`config.mk`:
```
export PLATFORM = sky130hd
export DESIGN_NAME = pipe_scoreboard
export DESIGN_NICKNAME = d
export VERILOG_FILES = /design/src/rtl/pipe_pkg.sv /design/src/rtl/sb_counter.sv /design/src/rtl/pipe_scoreboard.sv
export SDC_FILE = /design/constraint.sdc
export NUM_CORES = 1
export LEC_CHECK = 0
export CAP_MARGIN = 20
export CORE_UTILIZATION = 45
export CTS_BUF_LIST = sky130_fd_sc_hd__clkbuf_4 sky130_fd_sc_hd__clkbuf_8
export CTS_CLUSTER_DIAMETER = 150
export DETAILED_ROUTE_END_ITERATION = 8
export PLACE_DENSITY_LB_ADDON = 0.15
export SLEW_MARGIN = 20
export SYNTH_ARGS = -nofsm -noshare
export SYNTH_HDL_FRONTEND = slang
export SYNTH_SLANG_ARGS = --single-unit
export TNS_END_PERCENT = 30
```
`constraint.sdc`:
```
create_clock -name clk_i -period 13 [get_ports clk_i]
set_input_delay 2.6 -clock clk_i [delete_from_list [all_inputs] [get_ports clk_i]]
set_output_delay 2.6 -clock clk_i [all_outputs]
set_load 0.1 [all_outputs]
```
`src/rtl/pipe_pkg.sv`:
```
// Shared constants for the issue scoreboard.
// Parameter defaults and named pipeline latencies.
package pipe_pkg;

  localparam int REG_CNT_DEF = 32;
  localparam int ADDR_W_DEF  = 5;
  localparam int LAT_W_DEF   = 3;
  localparam int FWD_MAX_DEF = 2;

  localparam int LAT_ALU  = 2;
  localparam int LAT_LOAD = 3;

endpackage

```
`src/rtl/sb_counter.sv`:
```
// Per-register writeback countdown.
// Load has priority over decrement; floors at zero.
module sb_counter
  import pipe_pkg::*;
#(
  parameter int LAT_W = LAT_W_DEF
) (
  input  logic             clk_i,
  input  logic             rst_i,
  input  logic             load_i,
  input  logic [LAT_W-1:0] lat_i,
  output logic [LAT_W-1:0] cnt_o,
  output logic             zero_o
);

  logic [LAT_W-1:0] r_cnt;

  always_ff @(posedge clk_i) begin
    if (rst_i) begin
      r_cnt <= '0;
    end else if (load_i) begin
      r_cnt <= lat_i;
    end else if (r_cnt != '0) begin
      r_cnt <= r_cnt - 1'b1;
    end
  end

  assign cnt_o  = r_cnt;
  assign zero_o = (r_cnt == '0);

endmodule

```
`src/rtl/pipe_scoreboard.sv`:
```
// Register scoreboard: hazard stall, forward select
// and in-flight write population for an in-order issue.
module pipe_scoreboard
  import pipe_pkg::*;
#(
  parameter int REG_CNT = REG_CNT_DEF,
  parameter int ADDR_W  = ADDR_W_DEF,
  parameter int LAT_W   = LAT_W_DEF,
  parameter int FWD_MAX = FWD_MAX_DEF
) (
  input  logic              clk_i,
  input  logic              rst_i,
  input  logic              issue_valid_i,
  input  logic [ADDR_W-1:0] issue_rs_i,
  input  logic [ADDR_W-1:0] issue_rt_i,
  input  logic              issue_use_rt_i,
  input  logic              issue_we_i,
  input  logic [ADDR_W-1:0] issue_rd_i,
  input  logic [LAT_W-1:0]  issue_lat_i,
  input  logic              flush_i,
  output logic              stall_o,
  output logic [LAT_W-1:0]  fwd_a_o,
  output logic [LAT_W-1:0]  fwd_b_o,
  output logic [ADDR_W:0]   pend_cnt_o
);

  localparam logic [LAT_W-1:0] FWD_LIM = LAT_W'(FWD_MAX);

  logic [LAT_W-1:0]   w_cnt [REG_CNT];
  logic [REG_CNT-1:1] w_zero;
  logic [REG_CNT-1:1] w_load;
  logic [REG_CNT-1:1] w_nz_nxt;
  logic [LAT_W-1:0]   w_cs;
  logic [LAT_W-1:0]   w_ct;
  logic [LAT_W-1:0]   w_cd;
  logic               w_rd_nz;
  logic               w_haz_a;
  logic               w_haz_b;
  logic               w_waw;
  logic               w_stall;
  logic               w_accept;
  logic [ADDR_W:0]    w_pop;
  logic [ADDR_W:0]    r_pend;

  assign w_cnt[0] = '0;

  generate
    for (genvar g = 1; g < REG_CNT; g++) begin : g_cnt
      assign w_load[g] = w_accept &
                         (issue_rd_i == ADDR_W'(g));
      sb_counter #(
        .LAT_W (LAT_W)
      ) u_cnt (
        .clk_i  (clk_i),
        .rst_i  (rst_i),
        .load_i (w_load[g]),
        .lat_i  (issue_lat_i),
        .cnt_o  (w_cnt[g]),
        .zero_o (w_zero[g])
      );
      // Nonzero after the edge: fresh load, or still above one.
      assign w_nz_nxt[g] = w_load[g] |
                           (~w_zero[g] &
                            (w_cnt[g] != LAT_W'(1)));
    end
  endgenerate

  // Sources read pre-issue counts, so no self-forwarding.
  assign w_cs    = w_cnt[issue_rs_i];
  assign w_ct    = w_cnt[issue_rt_i];
  assign w_cd    = w_cnt[issue_rd_i];
  assign w_rd_nz = (issue_rd_i != '0);

  assign w_haz_a = (w_cs > FWD_LIM);
  assign w_haz_b = issue_use_rt_i & (w_ct > FWD_LIM);
  assign w_waw   = issue_we_i & w_rd_nz &
                   (w_cd > issue_lat_i);
  assign w_stall = issue_valid_i &
                   (w_haz_a | w_haz_b | w_waw);

  assign w_accept = issue_valid_i & ~w_stall &
                    ~flush_i & issue_we_i & w_rd_nz &
                    (issue_lat_i != '0);

  always_comb begin
    w_pop = '0;
    for (int r = 1; r < REG_CNT; r++) begin
      w_pop = w_pop + (ADDR_W+1)'(w_nz_nxt[r]);
    end
  end

  always_ff @(posedge clk_i) begin
    if (rst_i) begin
      r_pend <= '0;
    end else begin
      r_pend <= w_pop;
    end
  end

  assign stall_o    = w_stall;
  assign fwd_a_o    = (w_cs != '0 && !w_haz_a)
                      ? w_cs : '0;
  assign fwd_b_o    = (issue_use_rt_i && w_ct != '0 &&
                       w_ct <= FWD_LIM) ? w_ct : '0;
  assign pend_cnt_o = r_pend;

endmodule
```
==> flow_summary.toml <==
[floorplan]
fp.dieArea_um2 = 23600
starting_density_pct = 45.83
core_area_um2 = 22570
core.rowCount = 55
boundaryPins = 37
die_h_um = 153.6
die_width_um = 153.6

[sta]
post-route-worst-setup-slack_ns = 1.593
setup_violations = 0
timing.final.crit_share_pct = 87.75
period_minus_ws_final_ns = 11.41
timing.fmax_ghz = 0.08767
slew_headroom_pct = 28.29
finalHoldViolations = 0
drv_slew = 0
worst_pin_slew_ns = 1.076
tns_ns = 0
worst_clock_skew_ns = 0.008824
rsz0062_at_grt = "no"
fin_hold_ws_ns = 0.6489

[route]
route.final.wire_length_um = 28840
drt_iter0_markers = 645
num_vias = 8043
drc_errors = 0
detailedRoute.firstPassIterationCount = 5
vias_per_cell = 5.816
number_of_antenna_violating_nets_in_the_routed_design = 0
drt-wirelength-per-cell_um = 20.85

[logic_synthesis]
share_of_synthesized_cell_area_in_full_adder_half_adder_and_majority_cells_pct = 13.16
synthesis.area_um2 = 10340
yosys.area_share.simple_pct = 23.21
synth.yosys.warnings = 0
synth_cell_types = 55
syn-mean-instance-area_um2 = 9.404
async_flop_share_pct = 0
synth_edf_count = 0
synth_top_family_by_area = "multiplexers"
synth_area_leaders = "sky130_fd_sc_hd__dfxtp_1 19%, sky130_fd_sc_hd__mux2i_1 18%, sky130_fd_sc_hd__ha_1 8.7%"
synth-compound-area-share_pct = 7.015
synth_seq_area_share_pct = 19.16
synth.largest_area_cell = "sky130_fd_sc_hd__dfxtp_1"
synth.area.mux_share_pct = 27.50
synth.top_cell.area_share_pct = 19.16
synth_seq_cells = 99
synth_ff_type = "sky130_fd_sc_hd__dfxtp_1"
synthesized_area_fraction_occupied_by_xor_and_xnor_cells_pct = 2.879
synthesis.instances = 1100

[worst_setup_path]
number_of_buffers_and_inverters_on_the_critical_path = 6
critical_path_peak_fanout = 20
critical-path-slowest-cell = "sky130_fd_sc_hd__clkdlybuf4s50_1"
timing.critical_path.slowest_cell_delay_ns = 1.10
largest_delay_share_family_worst_path = "adder cells"
required_ns = 13.26
startpoint_type = "primary input"
most_frequent_cp_cell = "sky130_fd_sc_hd__fa_1"
type_of_the_setup_path_with_the_least_slack = "primary input to register"
worstSetupEndpointType = "register"
worst-endpoint-arrival_ns = 11.66

[layout]
post_route_cells_drive_above_1_share_pct = 13.11
syn2layout_area_growth_pct = 6.071
nFillCells = 2185
antenna_cells_inserted = 0
fin_nets = 1214
layout.cells.non_filler = 1383
multi_input_area_um2 = 7652
area.sequential_um2 = 1982

[placement]
dp_slack_ns = 1.221
place.gp.congestion = 0.9226
numPortBuffers = 34
placedCellCount = 1369
hpwlAfterDp_um = 21490

[global_route]
grt_antenna_before_repair = 0
wire_length_of_the_first_global_routing_pass_um = 45880
grt_overflow = 0
maximum_number_of_pins_on_one_net_before_global_route_repair = 103
first_global_vias = 7779
globalRouteTotalUtil_pct = 25.21

[clock_tree]
tritoncts = "done"
post-cts-setup-buffers = 0
clk_pin_slew_worst_paths_ns = 0.10
number_of_cts_inserted_buffers = 9
clkSinkCount = 99
cts_root_buf = "sky130_fd_sc_hd__clkbuf_8"
cts_hold_buf = 0
later_pin_clock_latency_in_the_skew_report_ns = 0.39
h-tree-depth = 3
post_cts_resized = 0
cts.path.max_buffers = 2

[flow_run]
maxcap_viol_count = 0

[worst_hold_path]
hold_class = "register to register"

[status]
run_status = "completed"
sequential cells by signal (all words and copies together) (netlist names):
signal             cells
g_cnt.u_cnt.cnt_o     93
pend_cnt_o             6
worst paths after layout:
check,endpoint,depth (start not counted),from,slack (ns)
setup reg to reg,pend_cnt_o[4],27,g_cnt[31].u_cnt.cnt_o[1],4.70
hold reg to reg,g_cnt[1].u_cnt.cnt_o[0],3,g_cnt[1].u_cnt.cnt_o[0],0.65
setup / recovery,pend_cnt_o[4],29,issue_rd_i[1],1.59
hold / removal,g_cnt[1].u_cnt.cnt_o[0],3,g_cnt[1].u_cnt.cnt_o[0],0.65
through the flow:
step / util (%) / cell area (µm²)
after detailed placement: 47.71 / 10770
after global routing: 48.61 / 10970
after floorplan: - / 10350
final: 48.61 / 10970
after CTS: 48.61 / 10970
after global placement: 47.71 / 10770
kinds of logic (layout without fill, tap and decap cells):
| kind of cell | after synthesis | in the layout |
|---|---|---|
| and+or+nand+nor | 368 | 368 |
| muxes | 235 | 235 |
| buffers and inverters | 160 | 157 |
| AOI/OAI and AO/OA | 108 | 108 |
| DFF | 99 | 99 |
| adders and majority gates | 95 | 95 |
| xor gates and xnor gates | 34 | 34 |
| other | 1 | 2 |
layer usage:
metal | global-route usage (%) | vias up | wire length [µm]
met1 | 37.50 | 3899 | 14070
met3 | 3.664 | 38 | 1782
met4 | 6.810 | 0 | 567
li1 | - | 3828 | -
met5 | 0 | - | 0
met2 | 37.73 | 278 | 12420
layout make-up:
type | count | area share (%)
multi-input combinational | 842 | 69.74
sequential | 99 | 18.06
clock inverter | 3 | 0.5929
timing repair buffer | 47 | 3.808
inverter | 96 | 3.284
tap | 285 | 3.250
clock buffer | 11 | 1.266
worst register-to-register path, delay by kind of cell, from the launching register on:
kind            cells  cell delay [ns]
compound gates      5             0.83
simple gates        5             0.82
fa+ha+maj           9             4.01
buf+inv             4             0.64
mux                 3             1.27
flops               1             0.44
xor+xnor            1             0.15
synth_stat cells, drive strengths merged (2+ instances only):
| library cell | number |
|---|---|
| nand2 | 72 |
| nand2b | 70 |
| buf | 29 |
| a31oi | 5 |
| o21a | 2 |
| a21o | 4 |
| o22a | 2 |
| nor3 | 2 |
| nor2b | 46 |
| inv | 96 |
| nor3b | 18 |
| ha | 72 |
| dfxtp | 99 |
| a221oi | 5 |
| nor2 | 57 |
| a21oi | 6 |
| mux4 | 38 |
| a22oi | 31 |
| and3 | 13 |
| nor4 | 15 |
| or2 | 30 |
| a211oi | 3 |
| nand4 | 21 |
| fa | 23 |
| a2111oi | 5 |
| nand3 | 16 |
| o21ai | 38 |
| o21bai | 2 |
| and2 | 4 |
| nand4b | 2 |
| mux2i | 186 |
| mux2 | 11 |
| clkbuf | 35 |
| xnor2 | 33 |
cells in the final DEF, fill, tap and decap left out, types with 3 or more instances in the layout:
cell type | synthesis | routed
sky130_fd_sc_hd__or2_2 | 30 | 30
sky130_fd_sc_hd__nand4_1 | 3 | 3
sky130_fd_sc_hd__a21oi_1 | 6 | 6
sky130_fd_sc_hd__dfxtp_1 | 99 | 99
sky130_fd_sc_hd__nor2_1 | 57 | 56
sky130_fd_sc_hd__a211oi_1 | 3 | 3
sky130_fd_sc_hd__a2111oi_0 | 5 | 5
sky130_fd_sc_hd__o21ai_0 | 36 | 36
sky130_fd_sc_hd__buf_2 | 8 | 4
sky130_fd_sc_hd__xnor2_1 | 33 | 33
sky130_fd_sc_hd__a221oi_1 | 5 | 5
sky130_fd_sc_hd__nand3_1 | 5 | 5
sky130_fd_sc_hd__nand2b_1 | 70 | 70
sky130_fd_sc_hd__nor2b_1 | 46 | 46
sky130_fd_sc_hd__mux2i_1 | 186 | 186
sky130_fd_sc_hd__a31oi_1 | 5 | 5
sky130_fd_sc_hd__and3_1 | 13 | 13
sky130_fd_sc_hd__inv_1 | 96 | 96
sky130_fd_sc_hd__fa_1 | 23 | 23
sky130_fd_sc_hd__nor4_1 | 15 | 15
sky130_fd_sc_hd__nor3b_1 | 18 | 18
sky130_fd_sc_hd__ha_1 | 72 | 72
sky130_fd_sc_hd__nand3_4 | 11 | 11
sky130_fd_sc_hd__a21o_1 | 4 | 4
sky130_fd_sc_hd__nand4_4 | 18 | 18
sky130_fd_sc_hd__nand2_1 | 71 | 71
sky130_fd_sc_hd__and2_1 | 3 | 3
sky130_fd_sc_hd__clkbuf_8 | 0 | 9
sky130_fd_sc_hd__mux2_2 | 10 | 10
sky130_fd_sc_hd__clkdlybuf4s50_1 | 0 | 30
sky130_fd_sc_hd__a22oi_1 | 31 | 31
sky130_fd_sc_hd__buf_4 | 9 | 13
sky130_fd_sc_hd__mux4_2 | 38 | 38
Power is not shown: default switching activity piles up to over one toggle a cycle in this logic, so the estimate is an artifact.
